**config.mk**
```make
export PLATFORM = sky130hd
export DESIGN_NAME = ofs_plat_axi_stream_width_packer_flat
export DESIGN_NICKNAME = d
export VERILOG_FILES = /design/src/rtl/ofs_plat_axi_stream_width_packer_if.sv /design/src/rtl/ofs_plat_axi_stream_width_packer.sv /design/src/flat_wrapper.sv
export SDC_FILE = /design/constraint.sdc
export NUM_CORES = 1
export LEC_CHECK = 0
export ABC_AREA = 1
export BUFFER_PORTS_ARGS = -buffer_cell sky130_fd_sc_hd__buf_2
export CORE_MARGIN = 1
export CORE_UTILIZATION = 40
export DETAILED_ROUTE_END_ITERATION = 16
export PLACE_DENSITY_LB_ADDON = 0.2
export SYNTH_ARGS = -nofsm -noshare
export SYNTH_HDL_FRONTEND = slang
export SYNTH_SLANG_ARGS = --single-unit
```
**constraint.sdc**
```tcl
create_clock -name clk -period 4.3 [get_ports clk]
set_input_delay 0.215 -clock clk [delete_from_list [all_inputs] [get_ports clk]]
set_output_delay 0.215 -clock clk [all_outputs]
set_load 0.05 [all_outputs]
```
**src/rtl/ofs_plat_axi_stream_width_packer_if.sv**
```systemverilog
// AXI-S style stream bundle used on both sides of the width packer.
// The producer takes the master modport; the consumer takes the slave modport.
interface ofs_plat_axi_stream_width_packer_if #(
  parameter int DATA_W = 64,
  parameter int USER_W = 8,
  parameter int KEEP_W = 1
);
  logic              tvalid;
  logic              tready;
  logic [DATA_W-1:0] tdata;
  logic [USER_W-1:0] tuser;
  logic              tlast;
  logic [KEEP_W-1:0] tkeep;

  modport master (output tvalid, tdata, tuser, tlast, tkeep, input tready);
  modport slave  (input tvalid, tdata, tuser, tlast, tkeep, output tready);
endinterface

```
**src/rtl/ofs_plat_axi_stream_width_packer.sv**
```systemverilog
// Packs RATIO narrow AXI-S beats into one registered wide beat. A narrow
// tlast closes the wide beat early; tkeep marks the filled lanes.

// One accumulator lane: holds its narrow beat until the wide beat closes,
// and presents the merged (incoming-or-held) value for the closing edge.
module ofs_plat_axi_stream_width_packer_lane #(
  parameter int W = 64
) (
  input  logic         clk,
  input  logic         reset,
  input  logic         wr,
  input  logic         clr,
  input  logic [W-1:0] din,
  output logic [W-1:0] mrg_data,
  output logic         mrg_keep
);
  logic [W-1:0] acc;
  logic         keep;

  // Capture on write; a completion empties the lane for the next wide beat
  always_ff @(posedge clk) begin
    if (reset || clr) begin
      acc  <= '0;
      keep <= 1'b0;
    end else if (wr) begin
      acc  <= din;
      keep <= 1'b1;
    end
  end

  assign mrg_data = wr ? din : acc;
  assign mrg_keep = wr | keep;
endmodule

module ofs_plat_axi_stream_width_packer #(
  parameter int IN_WIDTH   = 64,
  parameter int RATIO      = 4,
  parameter int USER_WIDTH = 8
) (
  input logic clk,
  input logic reset,
  ofs_plat_axi_stream_width_packer_if.slave  s,
  ofs_plat_axi_stream_width_packer_if.master m
);
  localparam int LW = $clog2(RATIO);
  localparam int PW = RATIO*IN_WIDTH + USER_WIDTH + 1 + RATIO;

  logic [LW-1:0]                    lane;
  logic [USER_WIDTH-1:0]            user_acc, user_cur, user_q;
  logic                             accept, done;
  logic [RATIO-1:0][IN_WIDTH-1:0]   mrg_data, data_q;
  logic [RATIO-1:0]                 mrg_keep, keep_q;
  logic                             vld_q, last_q;
  logic                             unused;

  // Upstream stalls whenever a wide beat is held, even if it would not complete
  assign s.tready = !vld_q || m.tready;
  assign accept   = s.tvalid && s.tready;
  assign done     = accept && (s.tlast || lane == LW'(RATIO-1));
  assign user_cur = (lane == '0) ? s.tuser : user_acc;
  assign unused   = ^s.tkeep;

  for (genvar i = 0; i < RATIO; i++) begin : g_lane
    ofs_plat_axi_stream_width_packer_lane #(.W(IN_WIDTH)) u_lane (
      .clk      (clk),
      .reset    (reset),
      .wr       (accept && lane == LW'(i)),
      .clr      (done),
      .din      (s.tdata),
      .mrg_data (mrg_data[i]),
      .mrg_keep (mrg_keep[i])
    );
  end

  // Lane pointer: advance per accept, restart at lane 0 after each wide beat
  always_ff @(posedge clk) begin
    if (reset)       lane <= '0;
    else if (done)   lane <= '0;
    else if (accept) lane <= lane + LW'(1);
  end

  // tuser of the first narrow beat represents the whole wide beat
  always_ff @(posedge clk) begin
    if (reset)                      user_acc <= '0;
    else if (accept && lane == '0)  user_acc <= s.tuser;
  end

  // Output register: load on completion, drop valid on a drain with no reload
  always_ff @(posedge clk) begin
    if (reset) begin
      vld_q  <= 1'b0;
      data_q <= '0;
      keep_q <= '0;
      user_q <= '0;
      last_q <= 1'b0;
    end else if (done) begin
      vld_q  <= 1'b1;
      data_q <= mrg_data;
      keep_q <= mrg_keep;
      user_q <= user_cur;
      last_q <= s.tlast;
    end else if (vld_q && m.tready) begin
      vld_q  <= 1'b0;
    end
  end

  assign m.tvalid = vld_q;
  assign m.tdata  = data_q;
  assign m.tkeep  = keep_q;
  assign m.tuser  = user_q;
  assign m.tlast  = last_q;

`ifndef SYNTHESIS
  logic          hold_q;
  logic [PW-1:0] pay_q;

  // Protocol watch: no X handshakes, and a held wide beat never changes or vanishes
  always_ff @(posedge clk) begin
    if (!reset) begin
      if ($isunknown(s.tvalid) || $isunknown(m.tready))
        $fatal(1, "packer: X on s_tvalid or m_tready");
      if (hold_q && !vld_q)
        $fatal(1, "packer: m_tvalid dropped without handshake");
      if (hold_q && {data_q, user_q, last_q, keep_q} != pay_q)
        $fatal(1, "packer: payload changed without handshake");
    end
    hold_q <= !reset && vld_q && !m.tready;
    pay_q  <= {data_q, user_q, last_q, keep_q};
  end
`endif
endmodule

```
**src/flat_wrapper.sv**
```systemverilog
// flat-port wrapper written by rule: the top's interface ports become plain ports
module ofs_plat_axi_stream_width_packer_flat 
#(
  parameter int IN_WIDTH   = 64,
  parameter int RATIO      = 4,
  parameter int USER_WIDTH = 8
)
  (clk, reset, s_tvalid, s_tdata, s_tuser, s_tlast, s_tkeep, s_tready, m_tvalid, m_tdata, m_tuser, m_tlast, m_tkeep, m_tready);
  ofs_plat_axi_stream_width_packer_if #(.DATA_W((64)), .USER_W((8)), .KEEP_W(1)) s_i ();
  ofs_plat_axi_stream_width_packer_if #(.DATA_W(((64)*(4))), .USER_W((8)), .KEEP_W((4))) m_i ();
  input logic clk;
  input logic reset;
  input wire logic [$bits(s_i.tvalid)-1:0] s_tvalid;
  input wire logic [$bits(s_i.tdata)-1:0] s_tdata;
  input wire logic [$bits(s_i.tuser)-1:0] s_tuser;
  input wire logic [$bits(s_i.tlast)-1:0] s_tlast;
  input wire logic [$bits(s_i.tkeep)-1:0] s_tkeep;
  output wire logic [$bits(s_i.tready)-1:0] s_tready;
  output wire logic [$bits(m_i.tvalid)-1:0] m_tvalid;
  output wire logic [$bits(m_i.tdata)-1:0] m_tdata;
  output wire logic [$bits(m_i.tuser)-1:0] m_tuser;
  output wire logic [$bits(m_i.tlast)-1:0] m_tlast;
  output wire logic [$bits(m_i.tkeep)-1:0] m_tkeep;
  input wire logic [$bits(m_i.tready)-1:0] m_tready;
  assign s_i.tvalid = s_tvalid;
  assign s_i.tdata = s_tdata;
  assign s_i.tuser = s_tuser;
  assign s_i.tlast = s_tlast;
  assign s_i.tkeep = s_tkeep;
  assign s_tready = s_i.tready;
  assign m_tvalid = m_i.tvalid;
  assign m_tdata = m_i.tdata;
  assign m_tuser = m_i.tuser;
  assign m_tlast = m_i.tlast;
  assign m_tkeep = m_i.tkeep;
  assign m_i.tready = m_tready;
  ofs_plat_axi_stream_width_packer #(.IN_WIDTH(IN_WIDTH), .RATIO(RATIO), .USER_WIDTH(USER_WIDTH)) u_core (.clk(clk), .reset(reset), .s(s_i), .m(m_i));
endmodule
```
==> results.json <==
{
  "layout_commonest_cell": "nand2_1",
  "synthesis.area_mm2": 0.0213,
  "cp.arrival_ns": 3.54,
  "port_buffers": 347,
  "cts_sinks": 540,
  "cts_buffers": 58,
  "ys_warn_count": 0,
  "crit_family": "simple AND/OR/NAND/NOR gates",
  "post_cts_buffers": 0,
  "crit_chain": "ha_4, buf_4, nand3_4, nand2_1, nand2_1, nand2_1, nand2_1",
  "drtAntennaViolNets": 0,
  "slowest_delay_ns": 0.95,
  "drtPass1Iterations": 7,
  "period_needed_ns": 3.04,
  "coreArea_mm2": 0.0526,
  "dr_wl_met3_um": 3690,
  "internal_power_uw": 8350,
  "yosysSeqAreaShare_pct": 50.8,
  "cts_max_path_buffers": 3,
  "drc_errors": 0,
  "highest_layer": "met4",
  "cp-end-kind": "register",
  "netlist_instances": 2691,
  "start_util_pct": 40.5,
  "grt_first_pass_wirelength_um": 101000,
  "final_area_mm2": 0.0258,
  "power_frac_comb_pct": 9.0,
  "drt_iter0_markers": 1298,
  "worst_slew_pin_slew_ns": 1.16,
  "p_per_area_mw_per_mm2": 435,
  "clkLatencyLatePin_ns": 0.61,
  "viasPerCell": 5.33,
  "grt_setup_unrepaired": "false",
  "ys_types": 21,
  "grtUsageTotal_pct": 23.2,
  "wl_um": 64400,
  "syn_avg_cell_area_um2": 7.91,
  "io_pins": 349,
  "critical_path.most_common_cell": "nand2_1",
  "grt.overflow.total": 0,
  "die_w_um": 233,
  "die_area_mm2": 0.0541,
  "worst-path-buf-inv": 1,
  "num_vias": 19687,
  "hpwl_um": 36500,
  "cts_hold_buf": 73,
  "finalHoldViolations": 0,
  "leakage_uw": 0.0124,
  "drive_above_1_share_pct": 21.7,
  "layout_common_cells": "nand2_1 (1,071), dfxtp_1 (540), buf_2 (346)",
  "synth_seq_cells": 540,
  "setup_viol": 0,
  "required_ns": 4.80,
  "fp.dieH_um": 233,
  "relSlewSlack_pct": 22.5,
  "vdd_ir_drop_max_v": 0.000332,
  "min_path_type": "in2reg",
  "finalCritPeriodShare_pct": 70.7,
  "cts_resized": 0,
  "rows": 84,
  "grt_max_degree": 194,
  "nets": 3043,
  "slowest_stage": "nand3_4",
  "detail_route.wl_per_cell_um": 17.4,
  "startpoint_type": "register",
  "cap_violations": 0,
  "route.met2.wl_um": 30600,
  "htree_levels": 2,
  "cts_tree": "built",
  "grt_pass1_vias": 18624,
  "seq_power_share_pct": 46.0,
  "dpl-instance-area_mm2": 0.0231,
  "antenna_found_initial": 1,
  "finalSetupTns_ns": 0,
  "switchingPower_uw": 2840,
  "outcome": "finished, final reports clean",
  "maxSlewViolCount": 0,
  "path_clk_slew_ns": 0.06,
  "areaGrowthSynthToFinish_pct": 21.1,
  "cp_max_fo": 66,
  "max_freq_mhz": 329,
  "worstSetupPathType": "reg2reg",
  "gp_congestion": 0.797,
  "final.setup_skew_ns": 0.00929,
  "syn-num-nets": 2773,
  "wl_met1_um": 28800,
  "cts_root_buf": "clkbuf_16",
  "swShare_pct": 25.4,
  "clkPwrFrac_pct": 45.0
}
## state kept, by name, indices dropped and copies added (netlist names)
name and flops:
u_core.g_lane.u_lane.acc 256, u_core.g_lane.u_lane.keep 4, u_core.lane 2, u_core.m.tdata 256
u_core.m.tkeep 4, u_core.m.tlast 1, u_core.m.tuser 8, u_core.m.tvalid 1
u_core.user_acc 8
## worst reg2reg max path: cells and delay by family, from the launching register on
kind,cells,cell delay (ns)
adder cells (fa/ha/maj),1,0.18
AND/OR/NAND/NOR,5,1.56
flip-flops,1,0.47
buffers and inverters,1,0.71
## power groups by stage
stage	registers [µW]	clock network, µW	logic (µW)
CTS	5150	5150	1000
global route	5160	5350	1080
floorplan	5390	0	539
detailed placement	5260	0	947
finish	5150	5040	1000
global placement	5260	0	936
## worst paths after layout
path	from	endpoint	slack (ns)	depth (start not counted)
worst min-delay path	reset	u_core.user_acc[0]	0.06	2
worst max-delay path	u_core.lane[0]	u_core.m.tdata[211]	1.26	7
worst max register to register	u_core.lane[0]	u_core.m.tdata[211]	1.26	7
worst min register to register	u_core.g_lane[3].u_lane.keep	u_core.g_lane[3].u_lane.keep	0.44	2
## logic make-up (layout without fill, tap and decap cells)
| family | after synthesis | after routing | share of synthesized area, % |
|---|---|---|---|
| buffers and inverters | 251 | 568 | 5.91 |
| AND/OR/NAND/NOR | 1617 | 1617 | 33.3 |
| adder cells (fa/ha/maj) | 4 | 4 | 0.235 |
| other | 0 | 1 | 0 |
| AO/OA/AOI/OAI | 279 | 279 | 9.74 |
| flip-flops | 540 | 540 | 50.8 |
## Yosys cell counts
cell type     n  share of area (%)
buf_6        20                1.1
ha_1          4               0.24
o21ai_0      16               0.38
inv_2         1              0.018
nand2_4       1              0.053
nand3_2       1              0.047
or2_1         1              0.029
nor2_4        1              0.053
nand2_2       1              0.029
buf_1        10               0.18
dfxtp_1     540                 51
buf_2        96                2.3
inv_1        16               0.28
nand2_1    1071                 19
a21oi_1      83                2.0
buf_4        12               0.42
nand3_1     275                6.5
a21oi_2     180                7.4
clkbuf_1     96                1.7
nor2_1        9               0.16
nand4_1     257                7.6
## layer usage
layer	global-route usage [%]	vias to the layer above
met1	31.0	9445
met2	38.5	567
met4	7.01	0
li1	-	9577
met5	0	-
met3	3.27	98
## per-stage QoR
stage | power, µW | instances | worst slack, ns | util (%) | hold slack [ns]
2_1_floorplan | 5930 | 2691 | 2.64 | - | 0.382
3_3_place_gp | 6190 | 3516 | 1.25 | 43.9 | 0.417
3_5_place_dp | 6210 | 3516 | 1.25 | 43.9 | 0.424
4_1_cts | 11300 | 3696 | 1.21 | 49.0 | 0.0230
5_1_grt | 11600 | 3697 | 1.02 | 49.0 | 0.0460
6_report | 11200 | 3697 | 1.26 | 49.0 | 0.0590
## final cells by class
class | instances | area, µm²
clock inverters | 11 | 115
diodes | 1 | 2.50
fillers | 5118 | 26800
repair buffers | 444 | 2730
inverters | 17 | 71.3
clock buffers | 96 | 1830
flip-flops and latches | 540 | 10800
multi-input cells | 1900 | 9340
well taps | 688 | 861
(Power assumes the default switching activity.)
